**src/rtl/cond_unit.sv**
```systemverilog
// Execute-stage condition unit: holds the ARM NZCV flags, evaluates ARM condition
// codes and RISC-V beq/bne, gates E-stage write/redirect controls, counts annulled ops.
module cond_unit #(
    parameter int CNT_W = 16
) (
    input  logic             clk,
    input  logic             reset,
    input  logic             StallE,
    input  logic             FlushE,
    input  logic             IsArmE,
    input  logic [3:0]       CondE,
    input  logic [1:0]       FlagWriteE,
    input  logic [3:0]       FlagsE,
    input  logic             ZeroE,
    input  logic             BranchE,
    input  logic             BranchNeE,
    input  logic             JumpE,
    input  logic             PCSrcArmE,
    input  logic             RegWriteE,
    input  logic             MemWriteE,
    output logic             CondExE,
    output logic             RegWriteGE,
    output logic             MemWriteGE,
    output logic             PCSrcE,
    output logic [3:0]       FlagsQ,
    output logic [CNT_W-1:0] AnnulCount
);

    logic flag_n, flag_z, flag_c, flag_v;
    logic cond_pass;
    logic bubble;
    logic advance;

    assign {flag_n, flag_z, flag_c, flag_v} = FlagsQ;

    // Conditions are always judged against the registered flags, never the ALU bus,
    // so an instruction cannot observe its own flag write.
    always_comb begin
        cond_pass = 1'b1;
        case (CondE)
            4'b0000: cond_pass = flag_z;
            4'b0001: cond_pass = ~flag_z;
            4'b0010: cond_pass = flag_c;
            4'b0011: cond_pass = ~flag_c;
            4'b0100: cond_pass = flag_n;
            4'b0101: cond_pass = ~flag_n;
            4'b0110: cond_pass = flag_v;
            4'b0111: cond_pass = ~flag_v;
            4'b1000: cond_pass = flag_c & ~flag_z;
            4'b1001: cond_pass = ~flag_c | flag_z;
            4'b1010: cond_pass = (flag_n == flag_v);
            4'b1011: cond_pass = (flag_n != flag_v);
            4'b1100: cond_pass = ~flag_z & (flag_n == flag_v);
            4'b1101: cond_pass = flag_z | (flag_n != flag_v);
            default: cond_pass = 1'b1;
        endcase
    end

    assign bubble     = reset | FlushE;
    assign CondExE    = ~bubble & (IsArmE ? cond_pass : 1'b1);
    assign RegWriteGE = RegWriteE & CondExE;
    assign MemWriteGE = MemWriteE & CondExE;

    always_comb begin
        PCSrcE = 1'b0;
        if (!bubble) begin
            if (IsArmE)
                PCSrcE = PCSrcArmE & CondExE;
            else
                PCSrcE = JumpE | (BranchE & (ZeroE ^ BranchNeE));
        end
    end

    assign advance = ~FlushE & ~StallE & IsArmE;

    always_ff @(posedge clk) begin
        if (reset) begin
            FlagsQ     <= 4'b0000;
            AnnulCount <= '0;
        end else if (advance) begin
            if (CondExE) begin
                if (FlagWriteE[1]) FlagsQ[3:2] <= FlagsE[3:2];
                if (FlagWriteE[0]) FlagsQ[1:0] <= FlagsE[1:0];
            end else if (AnnulCount != {CNT_W{1'b1}}) begin
                AnnulCount <= AnnulCount + CNT_W'(1);
            end
        end
    end

endmodule

```
**config.mk**
```make
export PLATFORM = sky130hd
export DESIGN_NAME = cond_unit
export DESIGN_NICKNAME = d
export VERILOG_FILES = /design/src/rtl/cond_unit.sv
export SDC_FILE = /design/constraint.sdc
export NUM_CORES = 1
export LEC_CHECK = 0
export CORE_MARGIN = 2
export CORE_UTILIZATION = 45
export CTS_BUF_LIST = sky130_fd_sc_hd__clkbuf_16
export DETAILED_ROUTE_END_ITERATION = 10
export PLACE_DENSITY = 0.87
export SYNTH_ARGS = -nofsm -noshare
export SYNTH_HDL_FRONTEND = slang
export SYNTH_SLANG_ARGS = --single-unit
```
**constraint.sdc**
```tcl
create_clock -name clk -period 8.8 [get_ports clk]
set_clock_uncertainty 0.2 [all_clocks]
set_input_delay 2.64 -clock clk [delete_from_list [all_inputs] [get_ports clk]]
set_output_delay 2.64 -clock clk [all_outputs]
set_load 0.02 [all_outputs]
```
== After elaboration in Yosys (flattened, before gate mapping) ==
Index checks and enable logic that the tools add are counted.
W data, S select, Z words.
Operators by class
  add/subtract/negate cells: 1
  equality and inequality tests: 16
  mux-type cells: 4
  bitwise logic cells: 22
  reduce and logical (&&, ||, !) cells: 4
Operators with widths (count)
  $eq A4 B4 Y1 const B: 6
  $add A16 B1 Y16 const B: 1
  $eq A4 B3 Y1 const B: 4
  $ne A16 B16 Y1 const B: 1
  $pmux W1 S14: 1
  $and A1 B1 Y1: 9
  $reduce_and A3 Y1: 3
  $eq A4 B2 Y1 const B: 2
  $not A1 Y1: 8
  $eq A4 B1 Y1 const B: 1
  $logic_not A4 Y1: 1
  $or A1 B1 Y1: 4
  $mux W1: 3
  $eq A1 B1 Y1: 1
  $ne A1 B1 Y1: 1
  $xor A1 B1 Y1: 1
Storage, ports and cells
  register bits after elaboration: 20
  input bits: 22
  output and inout port bits: 24
  word-level logic and storage cells: 50

== Logic depth before layout (Yosys ltp) ==
  depth after elaboration: 8
  mapped depth: 9
  gate-level depth less buffers: 7

== Worst setup path before layout ==
Ideal clock, no wire load.
  path kind: input to output
  start: in CondE[1]
  end: out PCSrcE
  data arrival time: 4.472 ns
  data required time: 5.960 ns
  path slack: 1.488 ns
  stages on the path: 9
  path buffers: 2
  cell sequence: mux4_2 -> mux2i_1 -> o31ai_1 -> a21oi_4 -> inv_2 -> buf_6 -> buf_2 -> a31oi_1 -> nor3_1
Between the ends
  cells in the longest elaborated chain, start to end: 7
  elaborated cells between the ends (all ways): 20
  classes of those cells: 13 x eq/ne; 4 x mux; 2 x bitwise; 1 x reduce/logical
RTL lines
  from (decl): line 11  | input logic [3:0] CondE,
  $eq A4 B4 Y1 (tied with other cells): line 40  | case (CondE)
  $pmux W1 S14 (*): line 40
  $mux W1 (*): line 60  | assign CondExE = ~bubble & (IsArmE ? cond_pass : 1'b1);
  $and A1 B1 Y1 (*): line 60
  via CondExE: line 21  | output logic CondExE,
  $and A1 B1 Y1 (*): line 68  | PCSrcE = PCSrcArmE & CondExE;
  $mux W1 (*): line 67  | if (IsArmE)
  $mux W1 (*): line 66  | if (!bubble) begin
  to (decl): line 24  | output logic PCSrcE,
Mark *: on every way through the listed nets, which the timed path passes. The rest lies on a longest branch.

== Worst setup path after layout ==
  start: in CondE[1]
  end: out PCSrcE
Between the ends
  cells in the longest elaborated chain, start to end: 7
  elaborated cells between the ends (all ways): 20
  classes of those cells: 13 x eq/ne; 4 x mux; 2 x bitwise; 1 x reduce/logical
RTL lines (line)
  $eq A4 B4 Y1 (tied with other cells): 40
  $pmux W1 S14 (*): 40
  $mux W1 (*): 60
  $and A1 B1 Y1 (*): 60
  $and A1 B1 Y1 (*): 68
  $mux W1 (*): 67
  $mux W1 (*): 66
Mark *: on every way between the ends. The rest lies on a longest branch, timed or not.

==> impl_metrics.env <==
export IMPL_die_h_um=56.6
export IMPL_drt_initial_drc_count=24
export IMPL_drv_cap=0
export IMPL_post_cts_resized=0
export IMPL_synth_ff_type="dfxtp_1"
export IMPL_viasPerCell=5.81
export IMPL_rsz0062_at_grt="no"
export IMPL_routedWlPerCell_um=14.4
export IMPL_hold_violations=0
export IMPL_internal_power_mw=0.198
export IMPL_arrival_ns=5.12
export IMPL_syn2layout_area_growth_pct=46.7
export IMPL_pwr_share_clk_pct=50.0
export IMPL_wl_um=3250
export IMPL_clk_pin_slew_ns=0.06
export IMPL_vias=1312
export IMPL_syn_area_per_cell_um2=8.36
export IMPL_worstPathCellList="clkdlybuf4s50_1 > mux4_2 > mux2i_1 > o31ai_1 > a21oi_4 > inv_2 > a31oi_1 > nor3_1 > clkdlybuf4s50_1"
export IMPL_worst_path_most_repeated_cell="clkdlybuf4s50_1"
export IMPL_cts_tree="yes"
export IMPL_cts_root_buf="clkbuf_16"
export IMPL_pwr_share_seq_pct=37.0
export IMPL_cts_sinks=20
export IMPL_seq_area_um2=400
export IMPL_nFillCells=217
export IMPL_swShare_pct=20.2
export IMPL_hold_path_class="reg -> reg"
export IMPL_multiInputGateArea_um2=803
export IMPL_netlist_area_um2=1250
export IMPL_drt_first_pass_iters=4
export IMPL_hold_end="AnnulCount[8]"
export IMPL_synth_seq_area_share_pct=32.1
export IMPL_rows=19
export IMPL_io_buffers=45
export IMPL_ys_ff_latch=20
export IMPL_p_comb_share_pct=13.0
export IMPL_final_area_um2=1830
export IMPL_hold_buffers=0
export IMPL_start_util_pct=46.4
export IMPL_numCtsBuffers=3
export IMPL_io_pins=46
export IMPL_gp_congestion=0.812
export IMPL_clock_latency_ns=0.25
export IMPL_antenna_found_initial=0
export IMPL_drive_gt1_share_pct=6.15
export IMPL_die_x_um=56.6
export IMPL_final_nets=219
export IMPL_clock_path_buffers=2
export IMPL_finalCriticalPeriod_ns=7.96
export IMPL_setup_viol=0
export IMPL_leakage_nw=0.649
export IMPL_r2r_cells=8
export IMPL_grt_pass1_vias=1310
export IMPL_peakVddDrop_v=0.000122
export IMPL_synth_edf_count=0
export IMPL_crit_family="buffers and inverters"
export IMPL_track_usage_pct=21.9
export IMPL_core_area_um2=2690
export IMPL_cts_setup_buffers=0
export IMPL_ant_nets=0
export IMPL_grt_pass1_wl_um=5530
export IMPL_gr_total_overflow=0
export IMPL_tightest_slew_ns=0.700
export IMPL_grt_max_degree=24
export IMPL_hp_start="AnnulCount[8]"
export IMPL_drc=0
export IMPL_dpl_worst_slack_ns=0.846
export IMPL_tns_ns=0
export IMPL_power_per_cell_area_nw_per_um2=136
export IMPL_synthCells=149
export IMPL_fin_ws_ns=0.839
export IMPL_cts_max_level=1
export IMPL_slew_headroom_pct=53.3
export IMPL_crit_buf_inv=3
export IMPL_dieArea_um2=3210
export IMPL_cp_max_fo=6
export IMPL_critPathKind="in -> out"
export IMPL_placed_area_um2=1720
export IMPL_r2r_slack_ns=6.10
export IMPL_critPathSlowestCell="clkdlybuf4s50_1"
export IMPL_cpPeakStageDelay_ns=0.56
export IMPL_fmax_mhz=126
export IMPL_end_kind="output pin"
export IMPL_status="finished clean"
export IMPL_start_kind="input pin"
export IMPL_cp_required_ns=5.96
export IMPL_async_reset_ff_share_pct=0
export IMPL_synth_nets=172
export IMPL_hpwlAfterDp_um=2470
export IMPL_synth_distinct_cells=39
export IMPL_slew_violations=0
export IMPL_synth_warning_count=0
export IMPL_hold_depth=2
export IMPL_timing_final_crit_share_pct=90.5
export IMPL_switchingPower_mw=0.0500
export IMPL_diodes=0
export IMPL_worstReg2RegStart="FlagsQ[0]"
export IMPL_rr_endpoint="AnnulCount[5]"
[sequential cells by signal, summed over array words and instances, names as in the netlist]
name        count
FlagsQ          4
AnnulCount     16
[stage by stage]
step / utilization, % / std cells / hold slack [ns] / total power, mW
after detailed placement: 64.1 / 222 / 0.303 / 0.126
final: 68.0 / 226 / 0.305 / 0.248
after global routing: 68.0 / 226 / 0.331 / 0.256
after floorplan: - / 149 / 0.359 / 0.109
after CTS: 68.0 / 226 / 0.308 / 0.249
after global placement: 64.1 / 222 / 0.284 / 0.125
[layout make-up]
cell class                      count  share of cell area (%)
Multi-Input combinational cell    120                    43.9
Timing Repair Buffer               47                    25.5
Sequential cell                    20                    21.9
Clock buffer                        3                    4.11
Tap cell                           31                    2.12
Clock inverter                      1                    1.64
Inverter                            4                   0.821
[routing by layer]
metal | vias to the layer above | part of all wire, % | track usage (%)
li1 | 647 | - | -
met1 | 603 | 42 | 24.5
met2 | 53 | 48 | 38.9
met3 | 9 | 7.7 | 5.30
met4 | 0 | 2.6 | 9.86
met5 | - | 0 | 0
[tightest hold or removal path: cells and delay by family (launching register included)]
family             cells  cell delay [ns]
AOI/OAI and AO/OA      2             0.13
DFF                    1             0.33
[synth_stat cells, types with 2 or more instances]
library cell	instances	share of area [%]
a21oi_1	10	4.0
and2_1	3	1.5
and3_1	4	2.0
clkbuf_1	3	0.90
dfxtp_1	20	32
inv_1	3	0.90
mux2_1	11	9.9
mux2i_1	2	1.6
nand2_1	9	2.7
nand3_1	9	3.6
nand3b_1	2	1.2
nand4_1	2	1.0
nor2_1	12	3.6
nor2b_1	10	5.0
nor3_1	4	1.6
nor3b_1	2	1.2
nor4_1	6	3.0
o21ai_1	5	2.0
o31ai_1	5	3.0
or3_1	4	2.0
or4_1	4	2.4
xor2_1	2	1.4
[power by group through the flow]
stage	Sequential (mW)	Combinational, mW	Clock (mW)
final	0.0918	0.0321	0.124
after global routing	0.0918	0.0346	0.130
after CTS	0.0917	0.0320	0.126
after detailed placement	0.0937	0.0319	0
after global placement	0.0937	0.0309	0
after floorplan	0.0943	0.0147	0
[how the worst max path moves through the flow]
stage | startpoint | to | depth (start not counted)
after floorplan | CondE[1] | PCSrcE | 9
after global placement | CondE[1] | PCSrcE | 9
after detailed placement | CondE[1] | PCSrcE | 9
after CTS | CondE[1] | PCSrcE | 9
after global routing | reset | PCSrcE | 9
final | CondE[1] | PCSrcE | 9
[layout by cell type (no fill, tap or decap), drive strengths merged, types with 2 or more instances in the layout]
| master | count |
|---|---|
| a21oi | 11 |
| and2 | 3 |
| and3 | 4 |
| buf | 2 |
| clkbuf | 3 |
| clkdlybuf4s50 | 45 |
| dfxtp | 20 |
| inv | 4 |
| mux2 | 11 |
| mux2i | 2 |
| nand2 | 9 |
| nand3 | 9 |
| nand3b | 2 |
| nand4 | 2 |
| nor2 | 12 |
| nor2b | 10 |
| nor3 | 4 |
| nor3b | 2 |
| nor4 | 6 |
| o21ai | 5 |
| o31ai | 5 |
| or3 | 4 |
| or3b | 2 |
| or4 | 4 |
| xor2 | 2 |
[kinds of logic after synthesis]
| family | Yosys count | share of synthesized area (%) |
|---|---|---|
| adders and majority gates | 1 | 1.00 |
| xor gates and xnor gates | 2 | 1.41 |
| buffers and inverters | 9 | 3.41 |
| AOI/OAI and AO/OA | 26 | 13.9 |
| and+or+nand+nor | 77 | 34.8 |
| muxes | 14 | 13.4 |
| DFF | 20 | 32.1 |
Power figures use the tool's default switching activity.
==> edit (config.mk and constraints unchanged) <==
Reset style: asynchronous (`reset`), changed in one clocked block.
--- a/src/rtl/cond_unit.sv
+++ b/src/rtl/cond_unit.sv
@@ -75,3 +75,3 @@
 
-    always_ff @(posedge clk) begin
+    always_ff @(posedge clk or posedge reset) begin
         if (reset) begin
Function: differs if reset is asserted again (counterexample within 4 cycles, from zero or initial values and one cycle with reset high); with reset held inactive, the same outputs for 10 cycles.
==> edit against the unedited design <==
  * Setup slack worse by 0.33 ns
  * Critical path depth shrank 2
  * Sequential cell count unchanged
  * First-iteration DRC count rose by 75%
  * Cell area increased by 1.3%
  * Via count is 6.3% lower
  * Final cell count fell by 9.3%
  * Routed wire length increased by 7.4%
  * Synthesized area up 7.0%
  * Largest cell class unchanged
  * Highest routed layer unchanged
Power is not compared: it rests on default switching activity, and its combinational part moved more than twofold at a synthesized area within 25%.
==> edit: results (changes against the unedited design) <==
Parameter                              Value

Run status
  Run status    complete, no violations

Synthesis
  Synth top area share    0.375 (+0.0539)
  Top cells by instance count after synthesis    20 x sky130_fd_sc_hd__dfrtp_1, 16 x sky130_fd_sc_hd__xnor2_1, 13 x sky130_fd_sc_hd__nand4_1
  Avg Synthesized Cell Area    10.3 sq um (+23%)
  Fraction of the mapped netlist area in compound gates    0.0826 (-0.0560)
  Asr flop ratio synth    1.00 (+1.00)
  Unique masters post-synth    41 (+5.1%)
  Xor and xnor area share after synthesis    0.118 (+0.104)
  Post-synth net total    153 (-11%)
  Sequential area share after synthesis    0.375 (+0.0539)
  Adder and majority gate portion of the synthesized area    0.00938 (-0.000659)
  Largest cells by area after synthesis    sky130_fd_sc_hd__dfrtp_1 38%, sky130_fd_sc_hd__xnor2_1 11%, sky130_fd_sc_hd__nand4_1 6.1%
  Multiplexer area fraction after synthesis    0.0675 (-0.0660)

Detailed routing
  Average detailed-routed wire length per instance    17.0 um (+18%)
  Vias    1230 (-6.3%)
  Initial DRC count    42 (+75%)
  DRT Wirelength    3.49 mm (+7.4%)

Placement
  Worst slack at placement    0.567 ns (-0.279 ns)
  Placement-stage cell area    0.00177 sq mm (+2.9%)
  HPWL after detailed placement    2.56 mm (+3.5%)
  Number of buffers added on ports    45 (unchanged)
  RePlAce Congestion    0.891 (+9.8%)

GRT
  Wire length of the first global-routing pass    5.77 mm (+4.4%)
  Combined global-route utilization of all metal layers    0.217 (-0.00285)
  Pin count of the biggest net entering global routing    21 (-13%)

Setup path
  Crit path arrival time    5.45 ns (+0.33 ns)
  Worst Path Max Fanout    18 (+12)
  Slowest Stage Delay on Critical Path    0.65 ns (+0.09 ns)

Final layout
  Final layout net count    198 (-9.6%)
  Count of fill cells added during filler insertion    231 (+6.5%)
  Fraction of final layout cells sized beyond drive strength 1    0.0575 (-0.00407)

Timing
  Rel. slew slack    0.525 (-0.00780)
[edit: cell types whose count changed in the layout (fill, tap and decap cells not counted), moves of 4 or more]
cell                      before  now
sky130_fd_sc_hd__nor2_1       12    3
sky130_fd_sc_hd__o31ai_1       5    0
sky130_fd_sc_hd__mux2_1       11    4
sky130_fd_sc_hd__xnor2_1       0   16
sky130_fd_sc_hd__nor2b_1      10    3
sky130_fd_sc_hd__dfrtp_1       0   20
sky130_fd_sc_hd__or3_1         4    0
sky130_fd_sc_hd__o21ai_1       5    1
sky130_fd_sc_hd__nand4_1       2   13
sky130_fd_sc_hd__dfxtp_1      20    0
sky130_fd_sc_hd__a21oi_1      10    2
[edit: final timing paths]
check                                from        endpoint  slack, ns  depth (start not counted)
setup / recovery                 CondE[3]      MemWriteGE       0.51                          7
hold / removal             AnnulCount[15]  AnnulCount[15]       0.30                          1
setup reg to reg                FlagsQ[2]   AnnulCount[1]       6.34                          5
hold reg to reg            AnnulCount[15]  AnnulCount[15]       0.30                          1
max in group asynchronous           reset       FlagsQ[3]       5.25                          2
min in group asynchronous           reset       FlagsQ[0]       2.70                          2
[edit: area by class of cell]
type                       instances  area [sq um]  area share
clock buffer                       3          75.1      0.0405
multi-input combinational        103           776       0.419
inverter                           2          7.51     0.00405
clock inverter                     1          3.75     0.00203
tap                               31          38.8      0.0209
timing repair buffer              45           450       0.243
sequential                        20           500       0.270
[edit: power breakdown]
part	total [mW]	internal, mW	switching, mW
Combinational	0.107	0.0566	0.0502
Sequential	0.128	0.106	0.0222
Clock	0.0933	0.0605	0.0327
Total	0.328	0.223	0.105
[edit: routing by layer]
metal	up-vias	wire length, um	track usage
li1	576	-	-
met1	583	1450	0.280
met2	60	1670	0.363
met3	11	309	0.0396
met4	0	65	0.0764
met5	-	0	0
